<file path="config.mk">
export PLATFORM = sky130hd
export DESIGN_NAME = seq_bit_serializer
export DESIGN_NICKNAME = d
export VERILOG_FILES = /design/src/rtl/seq_bit_serializer_pkg.sv /design/src/rtl/seq_bit_serializer.sv
export SDC_FILE = /design/constraint.sdc
export NUM_CORES = 1
export LEC_CHECK = 0
export CAP_MARGIN = 20
export CORE_MARGIN = 5
export CORE_UTILIZATION = 50
export CTS_CLUSTER_DIAMETER = 30
export DETAILED_ROUTE_END_ITERATION = 10
export PLACE_DENSITY_LB_ADDON = 0.12
export SLEW_MARGIN = 15
export SYNTH_ARGS = -nofsm -noshare
export SYNTH_HDL_FRONTEND = slang
export SYNTH_SLANG_ARGS = --single-unit
</file>
<file path="constraint.sdc">
create_clock -name clk -period 6 [get_ports clk]
set_input_delay 1.2 -clock clk [delete_from_list [all_inputs] [get_ports clk]]
set_output_delay 1.2 -clock clk [all_outputs]
set_load 0.1 [all_outputs]
</file>
<file path="src/rtl/seq_bit_serializer_pkg.sv">
// -----------------------------------------------------------------------------
// seq_bit_serializer_pkg
//   Shared definitions for the bit serializer that feeds the serial sequence
//   detectors.
//   - ser_state_e : 2-bit FSM state encoding. It uses the same numbering as the
//                   state_out port of the detectors, so upper levels can decode
//                   every block's state in the same way.
//   - GAP_CNT_W   : width of the inter-frame gap counter.
//   - eff_len()   : maps a requested frame length to the effective length.
//                   0 and out-of-range requests mean "whole frame".
// -----------------------------------------------------------------------------
package seq_bit_serializer_pkg;

    typedef enum logic [1:0] {
        ST_IDLE    = 2'd0,
        ST_SHIFT   = 2'd1,
        ST_GAP     = 2'd2,
        ST_ILLEGAL = 2'd3
    } ser_state_e;

    // The gap counter covers the full legal GAP_CYCLES range (0..15).
    localparam int GAP_CNT_W = 4;

    // Effective frame length. A length of 0, or one larger than the data
    // width, selects the full data width.
    function automatic int unsigned eff_len(input int unsigned len,
                                            input int unsigned data_w);
        if ((len == 0) || (len > data_w)) begin
            return data_w;
        end
        return len;
    endfunction

endpackage

</file>
<file path="src/rtl/seq_bit_serializer.sv">
// -----------------------------------------------------------------------------
// seq_bit_serializer
//   Accepts a parallel frame through a valid/ready handshake. It then shifts
//   the frame out one bit per clock on seq_out. After each frame it forces
//   GAP_CYCLES idle cycles, so a downstream detector can settle between test
//   patterns.
//
// Ports
//   clk        in   rising-edge clock
//   reset      in   asynchronous, active-low reset
//   data_in    in   frame bits (sampled only at the accept edge)
//   len_in     in   valid bits in the frame; 0 or >DATA_W selects DATA_W
//   data_valid in   a frame is offered
//   data_ready out  high only in IDLE (combinational)
//   seq_out    out  serial bit stream; IDLE_BIT when no frame bit is shown
//   bit_valid  out  seq_out carries a frame bit this cycle
//   busy       out  FSM is not in IDLE
//   frame_done out  one-cycle pulse in the cycle after the last frame bit
//   state_out  out  current FSM state (IDLE=0, SHIFT=1, GAP=2)
// -----------------------------------------------------------------------------
module seq_bit_serializer
    import seq_bit_serializer_pkg::*;
#(
    parameter int   DATA_W     = 8,
    parameter int   GAP_CYCLES = 2,
    parameter logic IDLE_BIT   = 1'b0,
    parameter bit   MSB_FIRST  = 1'b1
) (
    input  logic                    clk,
    input  logic                    reset,
    input  logic [DATA_W-1:0]       data_in,
    input  logic [$clog2(DATA_W):0] len_in,
    input  logic                    data_valid,
    output logic                    data_ready,
    output logic                    seq_out,
    output logic                    bit_valid,
    output logic                    busy,
    output logic                    frame_done,
    output logic [1:0]              state_out
);

    localparam int CNT_W = $clog2(DATA_W) + 1;

    ser_state_e           state_q, state_d;
    logic [DATA_W-1:0]    shreg_q, shreg_d;
    logic [CNT_W-1:0]     bit_cnt_q, bit_cnt_d;
    logic [GAP_CNT_W-1:0] gap_cnt_q, gap_cnt_d;
    logic                 seq_q, seq_d;
    logic                 bit_valid_q, bit_valid_d;
    logic                 done_q, done_d;

    logic                 accept;
    logic [CNT_W-1:0]     len_eff;
    logic [DATA_W-1:0]    load_aligned;
    logic                 load_first_bit;
    logic [DATA_W-1:0]    load_rest;
    logic                 next_bit;
    logic [DATA_W-1:0]    shreg_shifted;

    assign data_ready = (state_q == ST_IDLE);
    assign accept     = data_valid & data_ready;
    assign len_eff    = CNT_W'(eff_len(32'(len_in), 32'(DATA_W)));

    // The shift register always shifts out from a fixed end. For MSB-first
    // frames shorter than DATA_W, the frame is first moved up so that bit
    // len-1 sits in the MSB. The first bit goes straight into seq_out at the
    // accept edge, so the register is loaded already shifted by one.
    generate
        if (MSB_FIRST) begin : g_msb_first
            assign load_aligned   = data_in << (CNT_W'(DATA_W) - len_eff);
            assign load_first_bit = load_aligned[DATA_W-1];
            assign load_rest      = load_aligned << 1;
            assign next_bit       = shreg_q[DATA_W-1];
            assign shreg_shifted  = shreg_q << 1;
        end else begin : g_lsb_first
            assign load_aligned   = data_in;
            assign load_first_bit = load_aligned[0];
            assign load_rest      = load_aligned >> 1;
            assign next_bit       = shreg_q[0];
            assign shreg_shifted  = shreg_q >> 1;
        end
    endgenerate

    // bit_cnt holds the number of frame bits still to present after the one
    // currently on seq_out. When it reaches zero, the next edge ends the frame.
    // gap_cnt holds the number of GAP cycles remaining after the current one.
    // The frame_done cycle is already the first GAP cycle.
    always_comb begin
        state_d     = state_q;
        shreg_d     = shreg_q;
        bit_cnt_d   = bit_cnt_q;
        gap_cnt_d   = gap_cnt_q;
        seq_d       = IDLE_BIT;
        bit_valid_d = 1'b0;
        done_d      = 1'b0;

        case (state_q)
            ST_IDLE: begin
                if (accept) begin
                    state_d     = ST_SHIFT;
                    seq_d       = load_first_bit;
                    bit_valid_d = 1'b1;
                    shreg_d     = load_rest;
                    bit_cnt_d   = len_eff - CNT_W'(1);
                end
            end

            ST_SHIFT: begin
                if (bit_cnt_q != '0) begin
                    seq_d       = next_bit;
                    bit_valid_d = 1'b1;
                    shreg_d     = shreg_shifted;
                    bit_cnt_d   = bit_cnt_q - CNT_W'(1);
                end else begin
                    done_d  = 1'b1;
                    shreg_d = '0;
                    if (GAP_CYCLES > 0) begin
                        state_d   = ST_GAP;
                        gap_cnt_d = GAP_CNT_W'(GAP_CYCLES - 1);
                    end else begin
                        state_d = ST_IDLE;
                    end
                end
            end

            ST_GAP: begin
                if (gap_cnt_q == '0) begin
                    state_d = ST_IDLE;
                end else begin
                    gap_cnt_d = gap_cnt_q - GAP_CNT_W'(1);
                end
            end

            default: begin
                // Unreachable encoding: go back to IDLE and clear the datapath.
                state_d   = ST_IDLE;
                shreg_d   = '0;
                bit_cnt_d = '0;
                gap_cnt_d = '0;
            end
        endcase
    end

    always_ff @(posedge clk or negedge reset) begin
        if (!reset) begin
            state_q     <= ST_IDLE;
            shreg_q     <= '0;
            bit_cnt_q   <= '0;
            gap_cnt_q   <= '0;
            seq_q       <= IDLE_BIT;
            bit_valid_q <= 1'b0;
            done_q      <= 1'b0;
        end else begin
            state_q     <= state_d;
            shreg_q     <= shreg_d;
            bit_cnt_q   <= bit_cnt_d;
            gap_cnt_q   <= gap_cnt_d;
            seq_q       <= seq_d;
            bit_valid_q <= bit_valid_d;
            done_q      <= done_d;
        end
    end

    assign seq_out    = seq_q;
    assign bit_valid  = bit_valid_q;
    assign frame_done = done_q;
    assign busy       = (state_q != ST_IDLE);
    assign state_out  = state_q;

endmodule

</file>
==> impl_results.md, run 1 <==
- Router iterations before antenna repair: 4
- Sequential share of power: 0.284
- Worst hold start: shreg_q[3]
- Area leader, netlist: dfrtp_1
- Post-CTS resize count: 0
- Fmax: 272 MHz
- LEAKAGE: 0.657 nW
- Crit Path Class: in2reg
- Cells on worst reg2reg path: 6
- Switching Fraction: 0.526
- Final period utilization: 0.614
- Reg clk slew, reported paths: 0.11 ns
- Clk root buf: clkbuf_4
- First-pass GRT wire length: 4.40 mm
- RSZ-0062 raised after global routing: false
- Vias in the first global route: 1005
- Crit path max fanout: 7
- Top cell type's share of synthesized area: 0.403
- Worst-Margin Slew: 0.976 ns
- Global Route met2 Usage: 0.264
- H-Tree Depth: 1
- Max IR drop VDD: 0.000408 V
- Slowest stage cell, crit path: xnor2_1
- Crit-path cells: clkdlybuf4s50_1 -> nor2b_1 -> clkinv_1 -> ha_1 -> xnor2_1 -> nor3_1 -> a222oi_1 -> nand2_1
- Core region area: 2430 µm²
- Async S/R FF share, synth: 1.00
- Std-Cell Rows: 18
- PortBufs: 21
- Sink of the worst hold path: shreg_q[3]
- Pwr Total: 0.772 mW
- Main area contributors after synthesis: dfrtp_1, ha_1, nand2_1
- Initial Util: 0.510
- # clock sinks: 20
- Via density: 5.56
- Cell area after synthesis: 1240 µm²
- CTS tree: done
- GR Layer Usage met3: 0.0454
- Grt met1 use: 0.209
- Critical Path RT: 6.19 ns
- CP Launch Type: input port
- CTS Hold Bufs: 0
- Sequential cell area fraction in the yosys report: 0.403
- Fin Clk Skew: 0.00631 ns
- Outcome: finished, final reports clean
- MaxCap Viol Count: 0
- Vias: 1029
- Antenna violations before repair: 0
- Layer with the highest usage: met2
- Dpl cells: 181
- WL/cell: 13.7 µm
- Nets@finish: 178
- Slew Limit Headroom: 0.348
- PD cells: 512 nW/µm²
- Worst r2r src: state_out[0]
- Worst r2r dst: shreg_q[4]
- R2R setup slack: 3.75 ns
- IO Count: 22
- Antenna-violating nets left: 0
- Top FF cell, synth: dfrtp_1
- Critical path buffers and inverters: 2
- Global placement routability congestion: 0.866
- Clock Power Share: 0.099
- Final setup fails: 0
- Hold-critical path depth: 2
- Critical Path AT: 3.87 ns
- DR iter-0 viols: 43
- Die Ht: 59.8 µm
- Clock Latency Late Sink: 0.30 ns
- # fillers: 213
- Cell family with most CP delay: buffers and inverters
- Hold Path Class: reg2reg
- Total GRT Usage: 0.159
- Final Hold Viols: 0
- Ys Warns: 0
- P_int: 0.366 mW
- Seq cells post-synth: 20
- Non-Filler Instances: 185
- Max clock buf depth: 2
- Critical Path End Type: register
- Net Switching: 0.406 mW
- Syn nets: 156
- Largest net degree at the start of global routing: 21
- # diodes: 0
- Final Critical Period: 3.68 ns
- Pins Over Slew Limit: 0
- Final WL: 2.54 mm
- Max stage delay on crit path: 0.56 ns
- CTS buffer count: 3
- Synth cell types: 36
- P&R area growth vs syn: 21.6%
- Final setup TNS: 0 ns
- Share of cells above drive strength 1: 0.0581
- Die width: 59.8 µm
- Die ar.: 3580 µm²
- Post-layout util: 0.620
- Synth Area per Inst: 9.26 µm²
- Grt ovf: 0
- Post-synth EDFFs: 0
- # Post-CTS Setup Buffers: 0
- DRC errors left: 0
- Logic pwr share: 0.617
- DP Wirelength: 2.00 mm
- Mapped Cells: 134
[per-stage QoR]
stage | setup slack, ns | hold WS (ns) | cell area [µm²]
6_report | 2.32 | 0.483 | 1510
5_1_grt | 2.11 | 0.533 | 1510
4_1_cts | 2.34 | 0.490 | 1510
3_5_place_dp | 2.01 | 0.466 | 1470
3_3_place_gp | 2.16 | 0.451 | 1470
2_1_floorplan | 2.24 | 0.439 | 1240
[synth_stat cells, drive strengths merged (2+ instances only)]
cell type	instances
a21oi	7
a22oi	2
and2	2
clkbuf	3
dfrtp	20
ha	7
inv	6
mux2	3
mux2i	6
mux4	2
nand2	20
nand2b	3
nand3	8
nor2	9
nor2b	4
nor3	2
o21ai	10
o31ai	2
[per-layer routing]
layer | wire length, µm | share of wire | up-vias
met4 | 17 | 0.0067 | 0
met5 | 0 | 0 | -
li1 | - | - | 526
met3 | 87 | 0.034 | 4
met2 | 1230 | 0.48 | 12
met1 | 1200 | 0.47 | 487
[kinds of logic (layout without fill, tap and decap cells)]
kind of cell,count (synthesis),after routing,synth area share
AND/OR/NAND/NOR,52,52,0.200
AO/OA/AOI/OAI,31,31,0.166
flip-flops,20,20,0.403
multiplexers,11,11,0.112
buffers and inverters,11,32,0.0343
adder cells (fa/ha/maj),7,7,0.0706
XOR/XNOR,2,2,0.0141
[worst min-delay path, stage by stage, from the launching register on]
cell,delay (ns)
dfrtp_1,0.35
nand2_1,0.05
nand2_1,0.05
[state kept, by name (all words and copies together), names as in the netlist]
signal and count:
shreg_q 7, bit_cnt_q 4, gap_cnt_q 4, state_out 2, bit_valid 1, frame_done 1
seq_out 1
[worst max-delay path by stage]
stage                 start    endpoint  slack (ns)  cells after the start
3_5_place_dp      len_in[0]  shreg_q[7]        2.01                      8
3_3_place_gp      len_in[0]  shreg_q[7]        2.16                      8
4_1_cts           len_in[0]  shreg_q[7]        2.34                      8
6_report          len_in[0]  shreg_q[7]        2.32                      8
2_1_floorplan  state_out[0]        busy        2.24                      3
5_1_grt           len_in[0]  shreg_q[7]        2.11                      8
[cell usage in the layout (no fill, tap or decap), types with 2 or more instances in the layout]
| cell | synthesis | routed |
|---|---|---|
| a21oi_1 | 7 | 7 |
| a22oi_1 | 2 | 2 |
| and2_1 | 2 | 2 |
| clkbuf_4 | 0 | 3 |
| clkdlybuf4s50_1 | 0 | 21 |
| dfrtp_1 | 20 | 20 |
| ha_1 | 7 | 7 |
| inv_1 | 6 | 6 |
| mux2_2 | 3 | 3 |
| mux2i_1 | 6 | 6 |
| mux4_2 | 2 | 2 |
| nand2_1 | 20 | 20 |
| nand2b_1 | 3 | 3 |
| nand3_1 | 8 | 8 |
| nor2_1 | 9 | 9 |
| nor2b_1 | 4 | 4 |
| nor3_1 | 2 | 2 |
| o21ai_0 | 10 | 10 |
| o31ai_1 | 2 | 2 |
[power groups by stage]
stage / logic (mW) / registers [mW] / clock network (mW)
floorplan: 0.273 / 0.315 / 0
global placement: 0.470 / 0.220 / 0
detailed placement: 0.478 / 0.221 / 0
CTS: 0.478 / 0.219 / 0.0803
global route: 0.523 / 0.226 / 0.0851
finish: 0.476 / 0.219 / 0.0768
[final cells by class]
class                   count  area, µm²  share of cell area
multi-input cells         103        698               0.463
flip-flops and latches     20        500               0.332
well taps                  30       37.5              0.0249
repair buffers             21        210               0.139
inverters                   7       26.3              0.0174
clock buffers               4       36.3              0.0240
Note: power is estimated with default switching activity, not from simulation.
==> run 2, diff against run 1 <==
==> constraint.sdc (replaced) <==
create_clock -name clk -period 3.5 [get_ports clk]
set_input_delay 0.7 -clock clk [delete_from_list [all_inputs] [get_ports clk]]
set_output_delay 0.7 -clock clk [all_outputs]
set_load 0.1 [all_outputs]
==> run 2 against run 1 <==
Against the previous run:
- clock skew barely moved
- combinational power grew 74%
- count of clock-buffer cells in the layout stayed put
- routed wire length increased by 4.2%
- power increased by 73%
- sequential share of layout area shrank 0.43 points
- sequential cell count did not move
- critical path type unchanged
==> impl_results.md, run 2 (synthesized netlist as in run 1, its figures left out) <==
- Crit path max fanout: 10 (+3)
- Register with the most flip-flops: shreg_q
- R2R setup slack: 1.27 ns (-2.48 ns)
- Antenna violations before repair: 0 (unchanged)
- Final WL: 2.64 mm (+4.2%)
- DRC errors left: 0 (unchanged)
- # Post-CTS Setup Buffers: 0 (unchanged)
- Worst hold start: shreg_q[3]
- Outcome: finished, final reports clean
- Dpl cells: 184 (+1.7%)
- CTS tree: done
- Cells on worst reg2reg path: 6 (unchanged)
- Die Ht: 59.8 µm (unchanged)
- Critical Path End Type: register
- CTS Hold Bufs: 0 (unchanged)
- Nets@finish: 181 (+1.7%)
- Slew Limit Headroom: 0.355 (+0.00666)
- # diodes: 0 (unchanged)
- Critical Path RT: 3.68 ns (-2.51 ns)
- PortBufs: 21 (unchanged)
- Vias: 1044 (+1.5%)
- Fmax: 370 MHz
- MaxCap Viol Count: 0 (unchanged)
- Std-Cell Rows: 18 (unchanged)
- Global placement routability congestion: 0.840 (-3.0%)
- Initial Util: 0.510 (unchanged)
- IO Count: 22 (unchanged)
- CTS buffer count: 3 (unchanged)
- Router iterations before antenna repair: 4 (unchanged)
- Final Cell Area: 1530 µm² (+1.3%)
- Post-CTS resize count: 0 (unchanged)
- Vias in the first global route: 1022 (+1.7%)
- Placed cell area: 1490 µm² (+1.4%)
- Total GRT Usage: 0.167 (+0.00808)
- Grt ovf: 0 (unchanged)
- Final Critical Period: 2.70 ns
- Hold Path Class: reg2reg
- Die width: 59.8 µm (unchanged)
- # clock sinks: 20 (unchanged)
- Crit Path Class: in2reg
- Critical Path AT: 2.88 ns (-0.99 ns)
- Final Hold Viols: 0 (unchanged)
- Max IR drop VDD: 0.000733 V (+80%)
- LEAKAGE: 0.673 nW (+2.4%)
- Commonest cells after routing, fill and taps aside: nand2_1, dfrtp_1, clkdlybuf4s50_1
- RSZ-0062 raised after global routing: false
- CP Launch Type: input port
- Core region area: 2430 µm² (unchanged)
- Regs by FF count: shreg_q x7, bit_cnt_q x4, gap_cnt_q x4
- Sink of the worst hold path: shreg_q[3]
- Clock Latency Late Sink: 0.30 ns (about the same)
- P&R area growth vs syn: 23.2%
- Worst r2r dst: gap_cnt_q[2]
- Final period utilization: 0.772
- Reg clk slew, reported paths: 0.10 ns (about the same)
- Final setup TNS: 0 ns (unchanged)
- Share of cells above drive strength 1: 0.0949 (+0.0369)
- Clk root buf: clkbuf_4
- First-pass GRT wire length: 4.66 mm (+5.8%)
- Antenna-violating nets left: 0 (unchanged)
- Max reg flops: 7 (unchanged)
- Die ar.: 3580 µm² (unchanged)
- WL/cell: 14.1 µm (+2.5%)
- Worst-Margin Slew: 0.965 ns (-0.0110 ns)
- H-Tree Depth: 1 (unchanged)
- DP Wirelength: 2.14 mm (+6.8%)
- PD cells: 873 nW/µm² (+71%)
- Pins Over Slew Limit: 0 (unchanged)
- Fin Clk Skew: 0.00675 ns (+0.000442 ns)
- Post-layout util: 0.629 (+0.00823)
- Final setup fails: 0 (unchanged)
- Max clock buf depth: 2 (unchanged)
- Non-Filler Instances: 188 (+1.6%)
- Hold-critical path depth: 2 (unchanged)
- Worst r2r src: state_out[1]
- Via density: 5.55 (-0.16%)
- DR iter-0 viols: 61 (+42%)
- Largest net degree at the start of global routing: 21 (unchanged)
run 2: cell types whose count changed in the layout (fill, tap and decap cells not counted):
| cell | before | now |
|---|---|---|
| buf_4 | 0 | 5 |
| clkdlybuf4s50_1 | 21 | 19 |
| ha_2 | 0 | 1 |
| ha_1 | 7 | 6 |
run 2: power breakdown:
group | leakage (nW) | internal, mW | switching [mW]
Combinational | 0.385 | 0.259 | 0.569
Clock | 0.0210 | 0.0634 | 0.0672
Sequential | 0.267 | 0.314 | 0.0625
Total | 0.673 | 0.636 | 0.699
run 2: stage by stage:
stage | total power, mW | hold WS, ns | worst slack (ns)
4_1_cts | 1.35 | 0.498 | 0.794
3_5_place_dp | 1.21 | 0.473 | 0.464
6_report | 1.34 | 0.487 | 0.797
2_1_floorplan | 1.01 | 0.404 | 0.354
3_3_place_gp | 1.20 | 0.450 | 0.540
5_1_grt | 1.43 | 0.530 | 0.586
run 2: critical path, cell delays in order:
cell and delay (ns):
clkdlybuf4s50_1 0.44, nor2b_1 0.12, buf_4 0.15, clkinv_1 0.18, ha_1 0.52, mux4_2 0.39
a222oi_1 0.30, nand2_1 0.08
run 2: area by class of cell:
| class | instances | area [µm²] |
|---|---|---|
| multi-input cells | 103 | 701 |
| repair buffers | 24 | 228 |
| clock buffers | 4 | 36.3 |
| well taps | 30 | 37.5 |
| fillers | 208 | 903 |
| flip-flops and latches | 20 | 500 |
| inverters | 7 | 26.3 |
run 2: worst max path at each step:
stage | end | startpoint | slack [ns]
floorplan | shreg_q[5] | state_out[0] | 0.35
global placement | shreg_q[7] | len_in[0] | 0.54
detailed placement | shreg_q[7] | len_in[0] | 0.46
CTS | shreg_q[7] | len_in[0] | 0.79
global route | shreg_q[7] | len_in[0] | 0.59
finish | shreg_q[7] | len_in[0] | 0.80
run 2: layer usage:
| layer | GRT usage | up-vias | wire [µm] |
|---|---|---|---|
| met5 | 0 | - | 0 |
| met1 | 0.232 | 499 | 1240 |
| met2 | 0.273 | 14 | 1300 |
| met4 | 0.0190 | 0 | 9 |
| met3 | 0.0410 | 2 | 94 |
| li1 | - | 529 | - |
==> run 3, diff against run 2 <==
==> constraint.sdc (replaced) <==
create_clock -name clk -period 2.8 [get_ports clk]
set_input_delay 0.56 -clock clk [delete_from_list [all_inputs] [get_ports clk]]
set_output_delay 0.56 -clock clk [all_outputs]
set_load 0.1 [all_outputs]
==> run 3 against run 2 <==
Against the previous run:
- hold slack better by 0.011 ns
- count of clock-buffer cells in the layout unchanged
- sequential power increased by 26%
- via count up 4.3%
- clock power rose by 26%
- cell count rose by 1.6%
- critical path depth increased by 1
- critical endpoint is now shreg_q[5]
- highest routed layer unchanged
==> impl_results.md, run 3 (synthesized netlist as in run 1, its figures left out) <==
- PD cells: 1090 nW/µm² (+25%)
- Final WL: 2.72 mm (+2.8%)
- Cell family with most CP delay: buffers and inverters
- Antenna violations before repair: 0 (unchanged)
- Crit path max fanout: 7 (-3)
- Max clock buf depth: 2 (unchanged)
- Max stage delay on crit path: 0.45 ns (-0.07 ns)
- Critical Path End Type: register
- Max reg flops: 7 (unchanged)
- Net Switching: 0.891 mW (+28%)
- Fin Clk Skew: 0.00609 ns (-0.000662 ns)
- PortBufs: 21 (unchanged)
- Std-Cell Rows: 18 (unchanged)
- Commonest cells after routing, fill and taps aside: nand2_1, dfrtp_1, clkdlybuf4s50_1
- Critical Path RT: 3.04 ns (-0.64 ns)
- Pwr Total: 1.70 mW (+27%)
- Cells on worst reg2reg path: 6 (unchanged)
- Regs by FF count: shreg_q x7, bit_cnt_q x4, gap_cnt_q x4
- Final Critical Period: 2.31 ns
- Core region area: 2430 µm² (unchanged)
- Logic pwr share: 0.623 (+0.003)
- Global placement routability congestion: 0.771 (-8.2%)
- Router iterations before antenna repair: 4 (unchanged)
- Hold-critical path depth: 2 (unchanged)
- Cell count along the critical path: 9 (+1)
- Antenna-violating nets left: 0 (unchanged)
- Clock Latency Late Sink: 0.30 ns (about the same)
- Reg clk slew, reported paths: 0.11 ns (about the same)
- Crit Path Class: in2reg
- RSZ-0062 raised after global routing: false
- Total GRT Usage: 0.171 (+0.00358)
- Largest net degree at the start of global routing: 15 (-29%)
- P_int: 0.806 mW (+27%)
- Vias in the first global route: 1039 (+1.7%)
- Dpl cells: 187 (+1.6%)
- Max IR drop VDD: 0.000853 V (+16%)
- Non-Filler Instances: 191 (+1.6%)
- DP Wirelength: 2.18 mm (+2.0%)
- IO Count: 22 (unchanged)
- DRC errors left: 0 (unchanged)
- Outcome: finished, final reports clean
- Die Ht: 59.8 µm (unchanged)
- Post-CTS resize count: 0 (unchanged)
- Critical Path AT: 2.54 ns (-0.34 ns)
- Hold Path Class: reg2reg
- Register with the most flip-flops: shreg_q
- Via density: 5.70 (+2.7%)
- H-Tree Depth: 1 (unchanged)
- Final Cell Area: 1560 µm² (+1.7%)
- DR iter-0 viols: 55 (-9.8%)
- Reg area: 503 µm² (+0.50%)
- Area occupied by multi-input gates: 711 µm² (+1.4%)
- # diodes: 0 (unchanged)
- Sequential share of power: 0.280 (-0.002)
- Pins Over Slew Limit: 0 (unchanged)
- Final Hold Viols: 0 (unchanged)
- # Post-CTS Setup Buffers: 0 (unchanged)
- Slowest stage cell, crit path: clkdlybuf4s50_1
- Clock Power Share: 0.097 (about the same)
- Post-layout util: 0.639 (+0.0108)
- CTS buffer count: 3 (unchanged)
- Vias: 1089 (+4.3%)
- Crit-path cells: clkdlybuf4s50_1 -> nor2b_1 -> clkinv_1 -> ha_1 -> xnor2_1 -> buf_4 -> nor3_1 -> o21ai_0 -> nand3_1
- P&R area growth vs syn: 25.3%
- Nets@finish: 184 (+1.7%)
- Die ar.: 3580 µm² (unchanged)
- Slew Limit Headroom: 0.653 (+0.298)
- CP Launch Type: input port
- Critical path buffers and inverters: 3 (unchanged)
- CTS Hold Bufs: 0 (unchanged)
- Clk root buf: clkbuf_4
- Fmax: 434 MHz
- CTS tree: done
- # fillers: 209 (+0.48%)
- # clock sinks: 20 (unchanged)
- WL/cell: 14.2 µm (+1.1%)
- Final setup fails: 0 (unchanged)
- Die width: 59.8 µm (unchanged)
- Switching Fraction: 0.525 (+0.00157)
- Initial Util: 0.510 (unchanged)
- LEAKAGE: 0.689 nW (+2.4%)
- Grt ovf: 0 (unchanged)
- Worst-Margin Slew: 0.517 ns (-0.448 ns)
- First-pass GRT wire length: 4.67 mm (+0.30%)
- Final setup TNS: 0 ns (unchanged)
- Share of cells above drive strength 1: 0.161 (+0.0666)
- Placed cell area: 1520 µm² (+1.8%)
- Commonest non-fill, non-tap cell in the layout: nand2_1
- MaxCap Viol Count: 0 (unchanged)
- Final period utilization: 0.823
run 3: worst register-to-register path: stages (launching register included):
cell and delay, ns:
dfrtp_2 0.41, inv_1 0.08, ha_1 0.34, o41a_1 0.28, a311o_1 0.46, or4b_1 0.52
nand2_1 0.08
run 3: worst paths after layout:
path / slack (ns) / from / endpoint
worst max-delay path: 0.49 / len_in[0] / shreg_q[5]
worst min-delay path: 0.50 / shreg_q[7] / seq_out
worst max register to register: 0.56 / state_out[1] / gap_cnt_q[2]
worst min register to register: 0.50 / shreg_q[7] / seq_out
max in group asynchronous: 1.69 / reset / shreg_q[5]
min in group asynchronous: 0.58 / reset / state_out[1]
run 3: cell type report:
type	count	share of cell area
clock buffers	4	0.0233
flip-flops and latches	20	0.323
inverters	7	0.0193
well taps	30	0.0241
repair buffers	27	0.153
multi-input cells	103	0.457
run 3: power by group through the flow:
stage / sequential (mW) / clock, mW / combinational [mW]
finish: 0.475 / 0.165 / 1.06
global placement: 0.474 / 0 / 1.04
global route: 0.492 / 0.184 / 1.16
floorplan: 0.678 / 0 / 0.617
detailed placement: 0.478 / 0 / 1.06
CTS: 0.474 / 0.168 / 1.06
run 3: metal layers:
layer | vias to the layer above | wire, µm | part of all wire | track usage
li1 | 542 | - | - | -
met1 | 521 | 1250 | 0.46 | 0.230
met2 | 24 | 1320 | 0.49 | 0.276
met3 | 2 | 133 | 0.049 | 0.0432
met4 | 0 | 13 | 0.0048 | 0.0380
met5 | - | 0 | 0 | 0
run 3: metrics by stage:
step / setup WS, ns / hold slack, ns
6_report: 0.494 / 0.499
5_1_grt: 0.356 / 0.524
4_1_cts: 0.538 / 0.503
3_5_place_dp: 0.236 / 0.475
3_3_place_gp: 0.342 / 0.457
2_1_floorplan: 0.0798 / 0.264
==> RTL change: new RTL, flow settings as in run 1 <==
Reset style: synchronous (`reset`), changed in one clocked block. Comments in the files are not updated.
--- a/src/rtl/seq_bit_serializer.sv
+++ b/src/rtl/seq_bit_serializer.sv
@@ -142,5 +142,5 @@
     end
 
-    always_ff @(posedge clk or negedge reset) begin
+    always_ff @(posedge clk) begin
         if (!reset) begin
             state_q     <= ST_IDLE;
Function: differs if reset is asserted again (counterexample within 4 cycles, from zero or initial values and one cycle with reset low); with reset held inactive, the same outputs for 10 cycles.
==> RTL change against run 1 <==
  * First-iteration DRC count is 56% higher
  * Non-clock buffer count is 1 higher
  * Die area up 6.5%
  * Highest routed layer unchanged
  * Area after synthesis increased by 7.9%
  * Cell area rose by 5.1%
  * Sequential cell count did not move
  * Wire length grew 24%
  * Setup slack worse by 22 ps
Power is not compared: it rests on default switching activity, and its combinational part moved more than twofold at a synthesized area within 25%.
==> RTL change: results <==
group,metric,value,unit
grt,grtUsageTotal,19.6,%
setup_path,rrSetupSlack,3710,ps
sta,slew_headroom,35.0,%
power,net-switching-power,0.000202,W
setup_path,crit_slowest_cell,"clkdlybuf4s50_1",
synth,ys_seq_area_share,29.9,%
sta,fin_skew,1.52,ps
grt,grt_pass1_wl,5690,µm
synth,synth_area_leaders,"dfxtp_1, ha_1, a21oi_1",
clocking,cts_setup_buffers,0,
layout,drive_above_1_share,6.01,%
setup_path,r2r_start,"state_out[0]",
routing,first_iter_violations,67,
grt,grt_max_degree,18,
sta,hold_ws,474,ps
setup_path,critical_path_class,"reg2out",
setup_path,worstPathArrival,2500,ps
placed_design,gp_congestion,0.881,
routing,routedWlPerCell,14.8,µm
synth,async_reset_ff_share,0,%
setup_path,cpPeakStageDelay,1170,ps
status,status,"completed",
synth,synth_fp_nets,188,
synth,netlist_top_cells_count,"dfxtp_1, nor2_1, a21oi_1, nand2_1, inv_1",
worst_hold_path,min-delay-start,"bit_cnt_q[3]",
placed_design,dp_hpwl,2450,µm
power,power.leakage,0.580,nW
routing,dr_total_vias,1304,
==> RTL change: cell count changes in the layout (fill, tap and decap cells not counted), sizes merged, moves of 4 or more <==
| cell | before | now |
|---|---|---|
| inv | 6 | 10 |
| a21oi | 7 | 17 |
| nand2 | 20 | 11 |
| dfxtp | 0 | 20 |
| dfrtp | 20 | 0 |
| nor2 | 9 | 19 |
==> RTL change: tightest hold or removal path, cell delays in order (launching register included) <==
cell and delay, ps:
dfxtp_1 340, nand2_1 50, a21oi_1 50
==> RTL change: layout make-up <==
class                   instances  area (µm²)
clock buffers                   4        36.3
fillers                       228         936
repair buffers                 22         218
well taps                      30        37.5
multi-input cells             126         853
flip-flops and latches         20         400
inverters                      11        41.3
==> RTL change: power by group through the flow <==
stage	Combinational, W	Clock [W]	Sequential (W)
finish	0.000219	0.0000805	0.000159
floorplan	0.000135	0	0.000192
detailed placement	0.000217	0	0.000162
global placement	0.000213	0	0.000161
CTS	0.000217	0.0000822	0.000159
global route	0.000238	0.0000898	0.000160
==> RTL change: per-layer routing <==
layer / track usage (%) / vias to the layer above / routed length [µm]
met5: 0 / - / 0
met4: 6.36 / 0 / 27
met3: 2.69 / 2 / 186
met2: 32.7 / 48 / 1470
met1: 26.1 / 611 / 1480
li1: - / 643 / -
==> RTL change: path summary, 6_finish.rpt <==
path	endpoint	cells after the start
setup / recovery	busy	4
hold / removal	bit_cnt_q[3]	2
setup reg to reg	shreg_q[7]	7
hold reg to reg	bit_cnt_q[3]	2
==> RTL change: cell families (layout without fill, tap and decap cells) <==
| logic type | Yosys count | in the layout | synth area share [%] |
|---|---|---|---|
| AOI/OAI and AO/OA | 45 | 45 | 22.2 |
| muxes | 12 | 12 | 11.1 |
| buffers and inverters | 20 | 37 | 6.36 |
| and+or+nand+nor | 59 | 59 | 21.9 |
| xor gates and xnor gates | 3 | 3 | 1.96 |
| DFF | 20 | 20 | 29.9 |
| adders and majority gates | 7 | 7 | 6.54 |
==> RTL change: through the flow <==
| step | instances | power [W] | area (µm²) | setup WS (ps) |
|---|---|---|---|---|
| after floorplan | 166 | 0.000326 | 1340 | 2100 |
| after detailed placement | 209 | 0.000378 | 1550 | 2270 |
| after global placement | 209 | 0.000374 | 1550 | 2370 |
| final | 213 | 0.000458 | 1590 | 2300 |
| after CTS | 213 | 0.000458 | 1590 | 2300 |
| after global routing | 213 | 0.000488 | 1590 | 2170 |
